==> config.mk <==
export PLATFORM = sky130hd
export DESIGN_NAME = ifft_stage_2
export DESIGN_NICKNAME = d
export VERILOG_FILES = /design/src/rtl/fft_pkg.sv /design/src/rtl/ifft_bfly_pair.sv /design/src/rtl/ifft_stage_2.sv
export SDC_FILE = /design/constraint.sdc
export NUM_CORES = 1
export LEC_CHECK = 0
export BUFFER_PORTS_ARGS = -buffer_cell sky130_fd_sc_hd__buf_4
export CORE_MARGIN = 1.5
export CORE_UTILIZATION = 57
export CTS_CLUSTER_SIZE = 24
export DETAILED_ROUTE_END_ITERATION = 10
export GPL_TIMING_DRIVEN = 1
export PLACE_DENSITY_LB_ADDON = 0.15
export SYNTH_ARGS = -nofsm -noshare
export SYNTH_HDL_FRONTEND = slang
export SYNTH_SLANG_ARGS = --single-unit
==> constraint.sdc <==
create_clock -name clk -period 4.5 [get_ports clk]
set_input_delay 0.45 -clock clk [delete_from_list [all_inputs] [get_ports clk]]
set_output_delay 0.45 -clock clk [all_outputs]
set_load 0.02 [all_outputs]
==> src/rtl/fft_pkg.sv <==
// Shared definitions for the FFT/IFFT stage blocks.
//   DW        : component width (signed two's complement)
//   NPTS      : transform size
//   complex_t : packed complex point, real in the low DW bits, imag in the high DW bits
//   ext_t     : DW+1-bit butterfly working width
//   pair_x/pair_rot : which points form butterfly pair p, and whether it uses the +j twiddle
//   sext/ext_add/ext_sub : widening arithmetic helpers shared by all stages
package fft_pkg;

  localparam int unsigned DW    = 16;
  localparam int unsigned NPTS  = 8;
  localparam int unsigned NPAIR = NPTS / 2;
  localparam int unsigned CW    = 2 * DW;
  localparam int unsigned FW    = NPTS * CW;

  // Distance between the two inputs of a stage-2 butterfly (A/C, B/D, E/G, F/H)
  localparam int unsigned PAIR_SPAN = 2;

  typedef struct packed {
    logic signed [DW-1:0] im;
    logic signed [DW-1:0] re;
  } complex_t;

  typedef logic signed [DW:0] ext_t;

  // Pairs 0..3 take their first operand from points 0,1,4,5
  function automatic int unsigned pair_x(input int unsigned p);
    return (p / 2) * 4 + (p % 2);
  endfunction

  // Odd pairs (B/D, F/H) apply the conjugate twiddle +j
  function automatic logic pair_rot(input int unsigned p);
    return 1'(p % 2);
  endfunction

  function automatic ext_t sext(input logic signed [DW-1:0] v);
    return {v[DW-1], v};
  endfunction

  function automatic ext_t ext_add(input ext_t a, input ext_t b);
    return a + b;
  endfunction

  function automatic ext_t ext_sub(input ext_t a, input ext_t b);
    return a - b;
  endfunction

endpackage

==> src/rtl/ifft_bfly_pair.sv <==
// Combinational radix-2 butterfly: p = x + w*y, q = x - w*y, w in {1, +j}.
// Results are narrowed from DW+1 bits back to DW bits.
// Build option IFFT_STAGE2_SCALE_EN: halve with round-half-up instead of wrapping;
// overflow cannot occur then and ovf_c is 0.
//   x, y   : input points
//   rot    : 0 -> w = 1, 1 -> w = +j
//   p_c    : x + w*y
//   q_c    : x - w*y
//   ovf_c  : some result left the DW range (wrap build only)
module ifft_bfly_pair
  import fft_pkg::*;
(
  input  complex_t x,
  input  complex_t y,
  input  logic     rot,
  output complex_t p_c,
  output complex_t q_c,
  output logic     ovf_c
);

  ext_t wy_re;
  ext_t wy_im;
  ext_t p_re;
  ext_t p_im;
  ext_t q_re;
  ext_t q_im;

  // DW+1 -> DW narrowing
  function automatic logic signed [DW-1:0] narrow(input ext_t v);
`ifdef IFFT_STAGE2_SCALE_EN
    return DW'(({v[DW], v} + (DW+2)'(1)) >> 1);
`else
    return v[DW-1:0];
`endif
  endfunction

`ifndef IFFT_STAGE2_SCALE_EN
  // Top two bits differ -> value does not fit in DW bits
  function automatic logic out_of_range(input ext_t v);
    return v[DW] ^ v[DW-1];
  endfunction
`endif

  // Twiddle multiply and butterfly
  always_comb begin
    wy_re = sext(y.re);
    wy_im = sext(y.im);
    if (rot) begin
      // +j * (yr + j*yi) = -yi + j*yr; negating the most negative value still fits in DW+1
      wy_re = ext_sub('0, sext(y.im));
      wy_im = sext(y.re);
    end
    p_re = ext_add(sext(x.re), wy_re);
    p_im = ext_add(sext(x.im), wy_im);
    q_re = ext_sub(sext(x.re), wy_re);
    q_im = ext_sub(sext(x.im), wy_im);

    p_c    = '0;
    q_c    = '0;
    p_c.re = narrow(p_re);
    p_c.im = narrow(p_im);
    q_c.re = narrow(q_re);
    q_c.im = narrow(q_im);

`ifdef IFFT_STAGE2_SCALE_EN
    ovf_c = 1'b0;
`else
    ovf_c = out_of_range(p_re) | out_of_range(p_im) |
            out_of_range(q_re) | out_of_range(q_im);
`endif
  end

endmodule

==> src/rtl/ifft_stage_2.sv <==
// Second radix-2 stage of the 8-point IFFT with valid/ready handshake and a
// one-entry skid buffer. One-cycle latency, one frame per cycle while m_ready=1.
// Build option IFFT_STAGE2_SCALE_EN: each result scaled by 1/2 (round-half-up), ovf stays 0.
//   clk, rst_n       : clock, asynchronous active-low reset
//   s_valid/s_ready  : input frame handshake (s_ready registered)
//   s_data           : 8 complex points, point k at [k*2*DW +: 2*DW], real low / imag high
//   m_valid/m_ready  : output frame handshake
//   m_data           : 8 complex results, same packing
//   ovf / ovf_clr    : sticky overflow flag and its synchronous clear (set wins)
// DW must equal fft_pkg::DW, which sizes complex_t.
module ifft_stage_2
  import fft_pkg::complex_t;
  import fft_pkg::NPTS;
  import fft_pkg::NPAIR;
  import fft_pkg::PAIR_SPAN;
  import fft_pkg::pair_x;
  import fft_pkg::pair_rot;
#(
  parameter int unsigned DW = fft_pkg::DW
) (
  input  logic            clk,
  input  logic            rst_n,
  input  logic            s_valid,
  output logic            s_ready,
  input  logic [16*DW-1:0] s_data,
  output logic            m_valid,
  input  logic            m_ready,
  output logic [16*DW-1:0] m_data,
  output logic            ovf,
  input  logic            ovf_clr
);

  localparam int unsigned PW = 2 * DW;
  localparam int unsigned FW = 16 * DW;

  complex_t            pts_in [NPTS];
  complex_t            res    [NPTS];
  logic [FW-1:0]       res_flat;
  logic [NPAIR-1:0]    pair_ovf;

  logic                accept;
  logic                take;

  logic                m_valid_nxt;
  logic [FW-1:0]       m_data_nxt;
  logic                skid_valid;
  logic                skid_valid_nxt;
  logic [FW-1:0]       skid_data;
  logic [FW-1:0]       skid_data_nxt;
  logic                s_ready_nxt;
  logic                ovf_nxt;

  // Unpack input points and repack results
  for (genvar k = 0; k < NPTS; k++) begin : g_pack
    assign pts_in[k]             = complex_t'(s_data[k*PW +: PW]);
    assign res_flat[k*PW +: PW]  = res[k];
  end

  // Four butterflies: A/C, B/D (+j), E/G, F/H (+j)
  for (genvar p = 0; p < NPAIR; p++) begin : g_bfly
    localparam int unsigned XI = pair_x(p);
    localparam int unsigned YI = XI + PAIR_SPAN;
    ifft_bfly_pair u_bfly (
      .x     (pts_in[XI]),
      .y     (pts_in[YI]),
      .rot   (pair_rot(p)),
      .p_c   (res[XI]),
      .q_c   (res[YI]),
      .ovf_c (pair_ovf[p])
    );
  end

  assign accept = s_valid & s_ready;
  assign take   = m_valid & m_ready;

  // Output register / skid steering; skid always drains before new data reaches the output
  always_comb begin
    m_valid_nxt    = m_valid;
    m_data_nxt     = m_data;
    skid_valid_nxt = skid_valid;
    skid_data_nxt  = skid_data;

    if (take) begin
      if (skid_valid) begin
        // accept cannot coincide here: s_ready is low while skid is full
        m_data_nxt     = skid_data;
        skid_valid_nxt = 1'b0;
      end else if (accept) begin
        m_data_nxt = res_flat;
      end else begin
        m_valid_nxt = 1'b0;
      end
    end else if (accept) begin
      if (m_valid) begin
        skid_data_nxt  = res_flat;
        skid_valid_nxt = 1'b1;
      end else begin
        m_data_nxt  = res_flat;
        m_valid_nxt = 1'b1;
      end
    end

    s_ready_nxt = ~skid_valid_nxt;
    ovf_nxt     = (ovf & ~ovf_clr) | (accept & (|pair_ovf));
  end

  // State registers
  always_ff @(posedge clk or negedge rst_n) begin
    if (!rst_n) begin
      m_valid    <= 1'b0;
      m_data     <= '0;
      skid_valid <= 1'b0;
      skid_data  <= '0;
      s_ready    <= 1'b1;
      ovf        <= 1'b0;
    end else begin
      m_valid    <= m_valid_nxt;
      m_data     <= m_data_nxt;
      skid_valid <= skid_valid_nxt;
      skid_data  <= skid_data_nxt;
      s_ready    <= s_ready_nxt;
      ovf        <= ovf_nxt;
    end
  end

endmodule

==> results of run 1 <==
-- sequential cells by signal, indices dropped and copies added (netlist names) --
signal      flops
m_data        248
skid_data     248
m_valid         1
ovf             1
s_ready         1
skid_valid      1
-- power breakdown --
| group | switching (mW) | total (mW) | internal [mW] |
|---|---|---|---|
| sequential | 1.36 | 8.03 | 6.66 |
| clock | 1.89 | 4.49 | 2.59 |
| combinational | 5.94 | 9.70 | 3.77 |
| total | 9.19 | 22.2 | 13.0 |
-- layout by cell type (no fill, tap or decap), drive strengths merged, types with 59 or more instances in the layout --
cell | synthesis | routed
buf | 44 | 564
o21bai | 59 | 59
xnor2 | 192 | 192
dfrtp | 499 | 499
ha | 261 | 261
clkbuf | 185 | 78
inv | 247 | 250
nor2 | 368 | 368
xor2 | 59 | 59
a21oi | 387 | 387
o21ai | 517 | 517
nand2 | 533 | 533
-- layout make-up --
type                       count  area, µm²  area share, %
multi-input combinational   2913      18100           46.7
sequential                   500      12500           32.3
timing repair buffer         565       4440           11.5
clock buffer                  78       1600           4.14
tap                          756        946           2.44
inverter                     248        931           2.40
clock inverter                21        189          0.488
antenna                        4       10.0         0.0259
-- worst register-to-register path: cells and delay by family, from the launching register on --
family                 cells  cell delay [ns]
flip-flops                 1             0.46
multiplexers               1             0.46
AND/OR/NAND/NOR            1             0.87
buffers and inverters      2             0.64
-- final timing paths --
check / startpoint / end / slack [ns] / depth (start not counted)
hold reg to reg: skid_data[142]$_DFFE_PN0P_ / skid_data[142]$_DFFE_PN0P_ / 0.48 / 2
max in group asynchronous: rst_n / m_data[163]$_DFFE_PN0P_ / 2.89 / 3
hold / removal: s_valid / m_valid$_DFFE_PN0P_ / 0.15 / 3
setup / recovery: s_data[245] / ovf$_DFF_PN0_ / 0.45 / 18
setup reg to reg: m_valid$_DFFE_PN0P_ / skid_data[129]$_DFFE_PN0P_ / 1.95 / 4
min in group asynchronous: rst_n / m_data[39]$_DFFE_PN0P_ / 0.51 / 2
-- routing by layer --
layer	wire length [µm]	GRT usage, %
met5	31	0
met4	3370	11.7
met3	5360	5.19
met2	41100	48.1
met1	40400	42.2
-- what timing repair did --
item,in CTS,in global routing
hold endpoints to repair,99,0
hold buffers,1,0
endpoints found under the setup margin,0,0
resized for setup,0,0
-- cells by family after synthesis --
family / after synthesis
compound gates: 1212
buf+inv: 477
flops: 500
simple gates: 1148
fa+ha+maj: 277
mux: 24
xor+xnor: 252
-- metrics by stage --
stage | setup slack (ns) | cells | hold WS, ns | TNS (ns) | total power, mW
after global placement | -0.0825 | 4981 | 0.457 | -0.0825 | 17.5
final | 0.451 | 5085 | 0.150 | 0 | 22.2
after global routing | 0.134 | 5085 | 0.152 | 0 | 23.7
after detailed placement | -0.169 | 4981 | 0.468 | -0.169 | 17.8
after CTS | 0.463 | 5081 | 0.120 | 0 | 22.3
after floorplan | 0.528 | 3890 | 0.154 | 0 | 13.8
==> results.py, run 1 <==
metrics = {
    "timing": {
        "slew_headroom_pct": 26.1,
        "final_min_period_over_clock_period_pct": 90.0,
        "finalHoldViolCount": 0,
        "fin_worst_skew_ns": 0.0233,
        "rsz0062_at_grt": "false",
        "timing.final.setup_violations": 0,
        "max_freq_mhz": 247,
        "finalWorstPathRequiredPeriod_ns": 4.05,
        "tightestPinTransition_ns": 1.11,
        "report.final.slew_viol_count": 0,
    },
    "critical_path": {
        "path_buf_inv": 4,
        "top_delay_family_on_crit_path": "simple AND/OR/NAND/NOR gates",
        "crit_path_max_fanout": 4,
        "crit_type": "input port to flop",
        "critical_path.cell_chain": "buf_4 > or4_4 > or4_1 > nor3_1 > xnor2_1 > ha_1 > inv_1 > nand3_1 > nor3b_1 > a2111oi_1 > buf_4 > o41ai_1 > buf_4 > xor2_1 > xnor2_1 > nand3_1 > nor4_1 > a21oi_1",
        "timing.critical_path.from_type": "input port",
        "worst_path_largest_cell_delay_ns": 0.53,
        "crit_path_frequent_cell": "sky130_fd_sc_hd__buf_4",
        "cp_data_arrival_time_ns": 4.53,
        "setup.worst_path.end_class": "flop",
        "crit_path_top_delay_cell": "sky130_fd_sc_hd__or4_4",
        "critPathRequiredTime_ns": 4.98,
    },
    "global_route": {
        "grt_antenna_before_repair": 6,
        "grt_pass1_vias": 26677,
        "leftover_overflow_at_the_end_of_global_routing": 0,
        "grt_start_max_net_pins": 158,
        "global_route_wire_length_before_repair_mm": 144,
        "global_route.usage.total_pct": 30.6,
    },
    "floorplanning": {
        "floorplan.core_area_um2": 56300,
        "die_w_um": 242,
        "chipHeight_um": 242,
        "fp-row-count": 87,
        "io_pins": 520,
        "initial_utilization_pct": 57.6,
        "floorplan.die_area_um2": 58400,
    },
    "final_layout": {
        "drive_gt1_share_pct": 16.8,
        "final_layout_net_count": 4820,
        "fin_area_um2": 38700,
        "final_core_util_pct": 68.8,
        "area_growth_syn_to_layout_pct": 19.3,
        "fill_cells": 4690,
    },
    "yosys": {
        "synth-xor-area-share_pct": 6.87,
        "synth_area_um2": 32400,
        "synth_edf_count": 0,
        "postSynthNetCount": 4428,
        "synth_top_family_by_area": "compound AO/OA/AOI/OAI gates",
        "ys.warnings.count": 0,
        "synth_compound_gate_area_share_pct": 21.7,
        "most_instantiated_library_cell_after_synthesis": "sky130_fd_sc_hd__nand2_1",
        "synth.yosys.seq_area_share_pct": 38.6,
        "synth_flop_cell": "sky130_fd_sc_hd__dfrtp_1",
        "syn_inst": 3890,
        "ys_ff_latch": 500,
        "ys_async_sr_fraction_pct": 100,
        "synth_cell_types": 93,
        "yosys.area_share.adder_pct": 11.1,
        "synthMuxAreaShare_pct": 0.825,
        "post_synth_and_or_nand_nor_area_fraction_pct": 15.2,
        "post-synth-top-area-fraction_pct": 38.5,
        "synth_top_area_cell": "sky130_fd_sc_hd__dfrtp_1",
        "postSynthAreaPerCell_um2": 8.34,
        "post_synth_main_area_contributors": "sky130_fd_sc_hd__dfrtp_1 38%, sky130_fd_sc_hd__ha_1 10%, sky130_fd_sc_hd__o21ai_0 7.7%",
        "synthTopCellsByCount": "532 x sky130_fd_sc_hd__nand2_1, 502 x sky130_fd_sc_hd__o21ai_0, 499 x sky130_fd_sc_hd__dfrtp_1, 386 x sky130_fd_sc_hd__a21oi_1, 367 x sky130_fd_sc_hd__nor2_1",
    },
    "placement": {
        "dp_hpwl_mm": 68.0,
        "detailed_place.area_um2": 36900,
        "port-buffer-count": 519,
        "placer_congestion_estimate": 0.935,
    },
    "clock_network": {
        "maximum_buffer_depth_of_the_clock_tree": 3,
        "cts_inserted_buffers": 54,
        "cts_tree": "yes",
        "ctsHtreeMaxLevel": 2,
        "clkSlewWorstSetupHoldPaths_ns": 0.06,
        "clockRootBuffer": "sky130_fd_sc_hd__clkbuf_16",
        "post_cts_buffers": 0,
        "worstSkewPairLatency_ns": 0.61,
        "clkSinkCount": 500,
    },
    "routing": {
        "initialDrtViolationCount": 1812,
        "drtPass1Iterations": 7,
        "ant_nets": 0,
        "wl_per_cell_um": 17.8,
        "vias": 28195,
        "routed_wire_length_mm": 90.3,
        "drt-vias-per-instance": 5.54,
        "drt_drc_violations_left": 0,
    },
    "status": {
        "result_of_the_run": "finished, final reports clean",
    },
    "power": {
        "power_density_nw_per_um2": 574,
        "p_leak_nw": 18.6,
        "ir_worst_vdd_mv": 0.391,
    },
    "min_path": {
        "holdCritPathClass": "input port to flop",
    },
    "run": {
        "max-cap-violations": 0,
    },
}
No activity file was read; power rests on OpenSTA's default activity.
==> inputs of run 2 (changes only) <==
Settings changed: CELL_PAD_IN_SITES_DETAIL_PLACEMENT from default to 2, CELL_PAD_IN_SITES_GLOBAL_PLACEMENT from default to 2, CORE_UTILIZATION 57 to 37.
==> results.py, run 2 (synthesis results as in run 1) <==
metrics = {
    "critical_path": {
        "top_delay_family_on_crit_path": "simple AND/OR/NAND/NOR gates",
        "timing.critical_path.from": "s_data[245]",
        "critical_path.cell_chain": "buf_4 > or4_4 > or4_1 > nor3_1 > xnor2_1 > ha_1 > inv_1 > nand3_1 > nor3b_1 > a2111oi_1 > buf_4 > o41ai_1 > xor2_1 > xnor2_1 > nand3_1 > buf_4 > nor4_1 > a21oi_1",
        "cp_data_arrival_time_ns": 4.64,
        "crit_path_top_delay_cell": "sky130_fd_sc_hd__o41ai_1",
        "path_buf_inv": 4,
        "crit_type": "input port to flop",
        "crit_path_max_fanout": 4,
        "critPathRequiredTime_ns": 5.01,
        "crit_path_frequent_cell": "sky130_fd_sc_hd__buf_4",
        "worstReg2RegStart": "m_valid$_DFFE_PN0P_",
        "timing.critical_path.from_type": "input port",
        "worst_path_largest_cell_delay_ns": 0.57,
        "setup.worst_path.end_class": "flop",
    },
    "timing": {
        "finalHoldViolCount": 0,
        "finalWorstPathRequiredPeriod_ns": 4.13,
        "tightestPinTransition_ns": 0.930,
        "max_freq_mhz": 242,
        "fin_worst_skew_ns": 0.0265,
        "timing.setup.tns_ns": 0,
        "timing.final.setup_violations": 0,
        "slew_headroom_pct": 38.0,
        "rsz0062_at_grt": "false",
        "report.final.slew_viol_count": 0,
        "final_min_period_over_clock_period_pct": 91.8,
    },
    "clock_network": {
        "post_cts_buffers": 0,
        "cts_repair_resize_count": 0,
        "clkSinkCount": 500,
        "maximum_buffer_depth_of_the_clock_tree": 3,
        "ctsHtreeMaxLevel": 2,
        "clkSlewWorstSetupHoldPaths_ns": 0.06,
        "clockRootBuffer": "sky130_fd_sc_hd__clkbuf_16",
        "cts_tree": "yes",
        "worstSkewPairLatency_ns": 0.65,
        "cts_inserted_buffers": 59,
    },
    "run": {
        "max-cap-violations": 0,
    },
    "floorplanning": {
        "fp-row-count": 108,
        "floorplan.die_area_um2": 89500,
        "chipHeight_um": 299,
        "initial_utilization_pct": 37.4,
        "io_pins": 520,
        "die_w_um": 299,
        "floorplan.core_area_um2": 86800,
    },
    "status": {
        "result_of_the_run": "finished, final reports clean",
    },
    "routing": {
        "drt_drc_violations_left": 0,
        "drtPass1Iterations": 5,
        "initialDrtViolationCount": 1127,
        "wl_per_cell_um": 21.5,
        "routed_wire_length_mm": 118,
        "ant_nets": 0,
        "drt-vias-per-instance": 5.32,
        "vias": 29340,
    },
    "global_route": {
        "global_route.usage.total_pct": 26.1,
        "grt_start_max_net_pins": 134,
        "grt_pass1_vias": 32033,
        "grt_antenna_before_repair": 3,
        "global_route_wire_length_before_repair_mm": 185,
        "leftover_overflow_at_the_end_of_global_routing": 0,
    },
    "final_layout": {
        "instances_no_fill": 5517,
        "fin_area_um2": 39700,
        "mostFrequentLayoutCells": "580 x sky130_fd_sc_hd__buf_4, 532 x sky130_fd_sc_hd__nand2_1, 502 x sky130_fd_sc_hd__o21ai_0, 499 x sky130_fd_sc_hd__dfrtp_1, 386 x sky130_fd_sc_hd__a21oi_1",
        "layout.cells.most_common": "sky130_fd_sc_hd__buf_4",
        "largest_registers": "m_data: 248 flops, skid_data: 248 flops",
        "final_layout_net_count": 4858,
        "area_growth_syn_to_layout_pct": 22.4,
        "drive_gt1_share_pct": 17.4,
    },
    "placement": {
        "numPlacedInstances": 5413,
        "port-buffer-count": 519,
        "detailed_place.area_um2": 37700,
        "placer_congestion_estimate": 0.854,
        "dp_hpwl_mm": 90.8,
    },
    "power": {
        "p_leak_nw": 18.9,
        "ir_worst_vdd_mv": 0.360,
        "power_density_nw_per_um2": 593,
    },
    "min_path": {
        "min_from": "s_data[80]",
        "holdCritPathClass": "input port to flop",
    },
}
run 2: changes by cell type in the layout (fill, tap and decap cells not counted), sizes merged:
cell      change
diode         -3
buf          +33
bufinv        +5
clkbuf        +9
clkinvlp      -1
inv           -3
clkinv        -7
run 2: per-layer routing:
| layer | GRT usage (%) | wire [µm] | vias up |
|---|---|---|---|
| met3 | 3.45 | 4250 | 151 |
| li1 | - | - | 14017 |
| met5 | 0 | 32 | - |
| met1 | 33.3 | 51900 | 14705 |
| met2 | 45.7 | 58600 | 461 |
| met4 | 7.88 | 3690 | 6 |
run 2: final timing paths:
| check | to | slack [ns] | cells past startpoint |
|---|---|---|---|
| worst max-delay path | ovf$_DFF_PN0_ | 0.37 | 18 |
| worst min-delay path | skid_data[80]$_DFFE_PN0P_ | 0.16 | 3 |
| worst max register to register | skid_data[147]$_DFFE_PN0P_ | 2.00 | 5 |
| worst min register to register | skid_data[72]$_DFFE_PN0P_ | 0.48 | 2 |
| max in group asynchronous | m_data[163]$_DFFE_PN0P_ | 2.78 | 3 |
| min in group asynchronous | skid_data[105]$_DFFE_PN0P_ | 0.44 | 2 |
run 2: repair_timing:
action,4_1_cts,5_1_grt
endpoints found under the hold margin,91,0
endpoints found under the setup margin,0,0
hold buffers,1,0
run 2: cell type report:
type	instances	area, µm²
diodes	1	2.50
clock buffers	87	1750
clock inverters	15	255
fillers	9681	47100
inverters	248	931
multi-input cells	2913	18100
flip-flops and latches	500	12500
well taps	1155	1450
repair buffers	598	4700
run 2: through the flow:
step	util (%)	power, mW	hold WS [ns]	worst slack (ns)
final	45.8	23.5	0.156	0.369
after global routing	45.8	25.1	0.146	0.0844
after floorplan	-	13.8	0.154	0.528
after detailed placement	43.4	18.6	0.470	-0.337
after CTS	45.8	23.9	0.117	0.325
after global placement	43.4	18.0	0.459	-0.0508
run 2: power by group:
group	switching, mW	total, mW	internal (mW)
Clock	2.04	5.11	3.06
Sequential	1.51	8.17	6.67
Combinational	6.41	10.3	3.85
Total	9.96	23.5	13.6
run 2: worst register-to-register path, cell delays in order (launching register included):
cell and delay, ns:
sky130_fd_sc_hd__dfrtp_1 0.48, sky130_fd_sc_hd__inv_1 0.21, sky130_fd_sc_hd__or3_4 0.76, sky130_fd_sc_hd__buf_12 0.35, sky130_fd_sc_hd__buf_4 0.37, sky130_fd_sc_hd__o21ai_0 0.19
==> inputs of run 3 (changes only) <==
Settings changed: RECOVER_POWER from default to 100.
==> results.py, run 3 (synthesis results as in run 1) <==
metrics = {
    "timing": {
        "slew_headroom_pct": -96.2,
        "finalHoldViolCount": 0,
        "finalWorstPathRequiredPeriod_ns": 4.16,
        "final_min_period_over_clock_period_pct": 92.5,
        "tightestPinTransition_ns": 2.91,
        "rsz0062_at_grt": "false",
        "timing.final.setup_violations": 0,
        "report.final.slew_viol_count": 413,
        "fin_worst_skew_ns": 0.0262,
        "max_freq_mhz": 240,
    },
    "global_route": {
        "global_route_wire_length_before_repair_mm": 185,
        "global_route.usage.total_pct": 26.1,
        "grt_start_max_net_pins": 134,
        "grt_antenna_before_repair": 3,
        "grt_pass1_vias": 32033,
        "leftover_overflow_at_the_end_of_global_routing": 0,
    },
    "floorplanning": {
        "fp-row-count": 108,
        "chipHeight_um": 299,
        "initial_utilization_pct": 37.4,
        "io_pins": 520,
        "die_w_um": 299,
        "floorplan.die_area_um2": 89500,
        "floorplan.core_area_um2": 86800,
    },
    "routing": {
        "routed_wire_length_mm": 119,
        "initialDrtViolationCount": 1166,
        "drtPass1Iterations": 5,
        "ant_nets": 0,
        "drt_drc_violations_left": 0,
        "vias": 29370,
        "drt-vias-per-instance": 5.32,
        "wl_per_cell_um": 21.5,
    },
    "clock_network": {
        "ctsHtreeMaxLevel": 2,
        "post_cts_buffers": 0,
        "clkSinkCount": 500,
        "cts_inserted_buffers": 59,
        "clockRootBuffer": "sky130_fd_sc_hd__clkbuf_16",
        "maximum_buffer_depth_of_the_clock_tree": 3,
        "clkSlewWorstSetupHoldPaths_ns": 0.06,
        "cts_tree": "yes",
        "cts_repair_resize_count": 0,
        "worstSkewPairLatency_ns": 0.64,
    },
    "power": {
        "p_leak_nw": 17.9,
        "power_density_nw_per_um2": 585,
        "fin_total_pwr_mw": 22.5,
        "ir_worst_vdd_mv": 0.357,
    },
    "status": {
        "result_of_the_run": "complete, but fails checks",
        "violations": "max-capacitance violations, max-slew violations",
    },
    "critical_path": {
        "crit_path_top_delay_cell": "sky130_fd_sc_hd__o41ai_1",
        "critical_path.cell_chain": "buf_4 > or4_4 > or4_1 > nor3_1 > xnor2_1 > ha_1 > inv_1 > nand3_1 > nor3b_1 > a2111oi_0 > buf_4 > o41ai_1 > xor2_1 > xnor2_1 > nand3_1 > buf_2 > nor4_1 > a21oi_1",
        "path_buf_inv": 4,
        "critPathRequiredTime_ns": 5.01,
        "timing.critical_path.from_type": "input port",
        "worst_path_largest_cell_delay_ns": 0.58,
        "crit_path_max_fanout": 4,
        "top_delay_family_on_crit_path": "simple AND/OR/NAND/NOR gates",
        "setup.worst_path.end_class": "flop",
        "crit_type": "input port to flop",
        "cp_data_arrival_time_ns": 4.67,
    },
    "final_layout": {
        "fill_cells": 9919,
        "final_layout_net_count": 4858,
        "largest_registers": "m_data: 248 flops, skid_data: 248 flops",
        "drive_gt1_share_pct": 11.1,
        "area_growth_syn_to_layout_pct": 18.8,
        "mostFrequentLayoutCells": "532 x sky130_fd_sc_hd__nand2_1, 506 x sky130_fd_sc_hd__o21ai_0, 499 x sky130_fd_sc_hd__dfrtp_1, 386 x sky130_fd_sc_hd__a21oi_1, 367 x sky130_fd_sc_hd__nor2_1",
        "layout.cells.most_common": "sky130_fd_sc_hd__nand2_1",
        "instances_no_fill": 5517,
    },
    "placement": {
        "dp_hpwl_mm": 90.8,
        "placer_congestion_estimate": 0.854,
        "numPlacedInstances": 5413,
        "port-buffer-count": 519,
    },
    "min_path": {
        "holdCritPathClass": "input port to flop",
    },
    "run": {
        "max-cap-violations": 7,
    },
}
## run 3: where the power goes
group          internal, mW  leakage, nW  switching [mW]
logic                  2.89         10.7            6.40
registers              6.67         6.15            1.48
clock network          3.06        0.983            2.04
## run 3: routing by layer
layer | vias up | GRT usage (%) | wire length [µm] | part of all wire (%)
met2 | 462 | 45.7 | 58200 | 49
met4 | 6 | 7.88 | 4000 | 3.4
met5 | - | 0 | 32 | 0.027
met1 | 14740 | 33.3 | 52200 | 44
met3 | 159 | 3.45 | 4050 | 3.4
li1 | 14003 | - | - | -
## run 3: path summary, 6_finish.rpt
check                                              from                          to  slack [ns]  cells past startpoint
worst max-delay path                        s_data[245]               ovf$_DFF_PN0_        0.34                     18
worst max register to register      m_valid$_DFFE_PN0P_     m_data[106]$_DFFE_PN0P_        0.34                      5
min in group asynchronous                         rst_n  skid_data[105]$_DFFE_PN0P_        1.21                      2
max in group asynchronous                         rst_n     m_data[163]$_DFFE_PN0P_        0.78                      3
worst min register to register  m_data[255]$_DFFE_PN0P_     m_data[255]$_DFFE_PN0P_        0.48                      2
worst min-delay path                            m_ready           s_ready$_DFF_PN1_        0.13                      2
## run 3: final cells by class
type / count / area, µm² / share of cell area, %
multi-input cells: 2913 / 18100 / 46.8
flip-flops and latches: 500 / 12500 / 32.5
repair buffers: 598 / 3590 / 9.31
clock buffers: 87 / 1750 / 4.55
well taps: 1155 / 1450 / 3.75
inverters: 248 / 931 / 2.42
clock inverters: 15 / 255 / 0.662
diodes: 1 / 2.50 / 0.00649
## run 3: timing repair
| action | CTS | global route |
|---|---|---|
| hold buffers | 1 | 0 |
| endpoints found under the setup margin | 0 | 0 |
| endpoints found under the hold margin | 91 | 0 |
## run 3: stage by stage
step                      worst slack [ns]  TNS (ns)  cell area, µm²  utilization (%)  hold slack [ns]
after floorplan                      0.528         0           32400                -            0.154
after global placement             -0.0508   -0.0508           37700             43.4            0.459
after detailed placement            -0.337    -0.393           37700             43.4            0.470
after CTS                            0.325         0           39700             45.8            0.117
after global routing                0.0499         0           38500             44.4            0.123
final                                0.336         0           38500             44.4            0.128
## run 3: worst register-to-register path, stage by stage (launching register included)
cell                      delay [ns]
sky130_fd_sc_hd__dfrtp_1        0.50
sky130_fd_sc_hd__inv_1          0.13
sky130_fd_sc_hd__o21ai_0        2.18
sky130_fd_sc_hd__buf_4          0.49
sky130_fd_sc_hd__buf_6          0.46
sky130_fd_sc_hd__o21ai_0        0.25
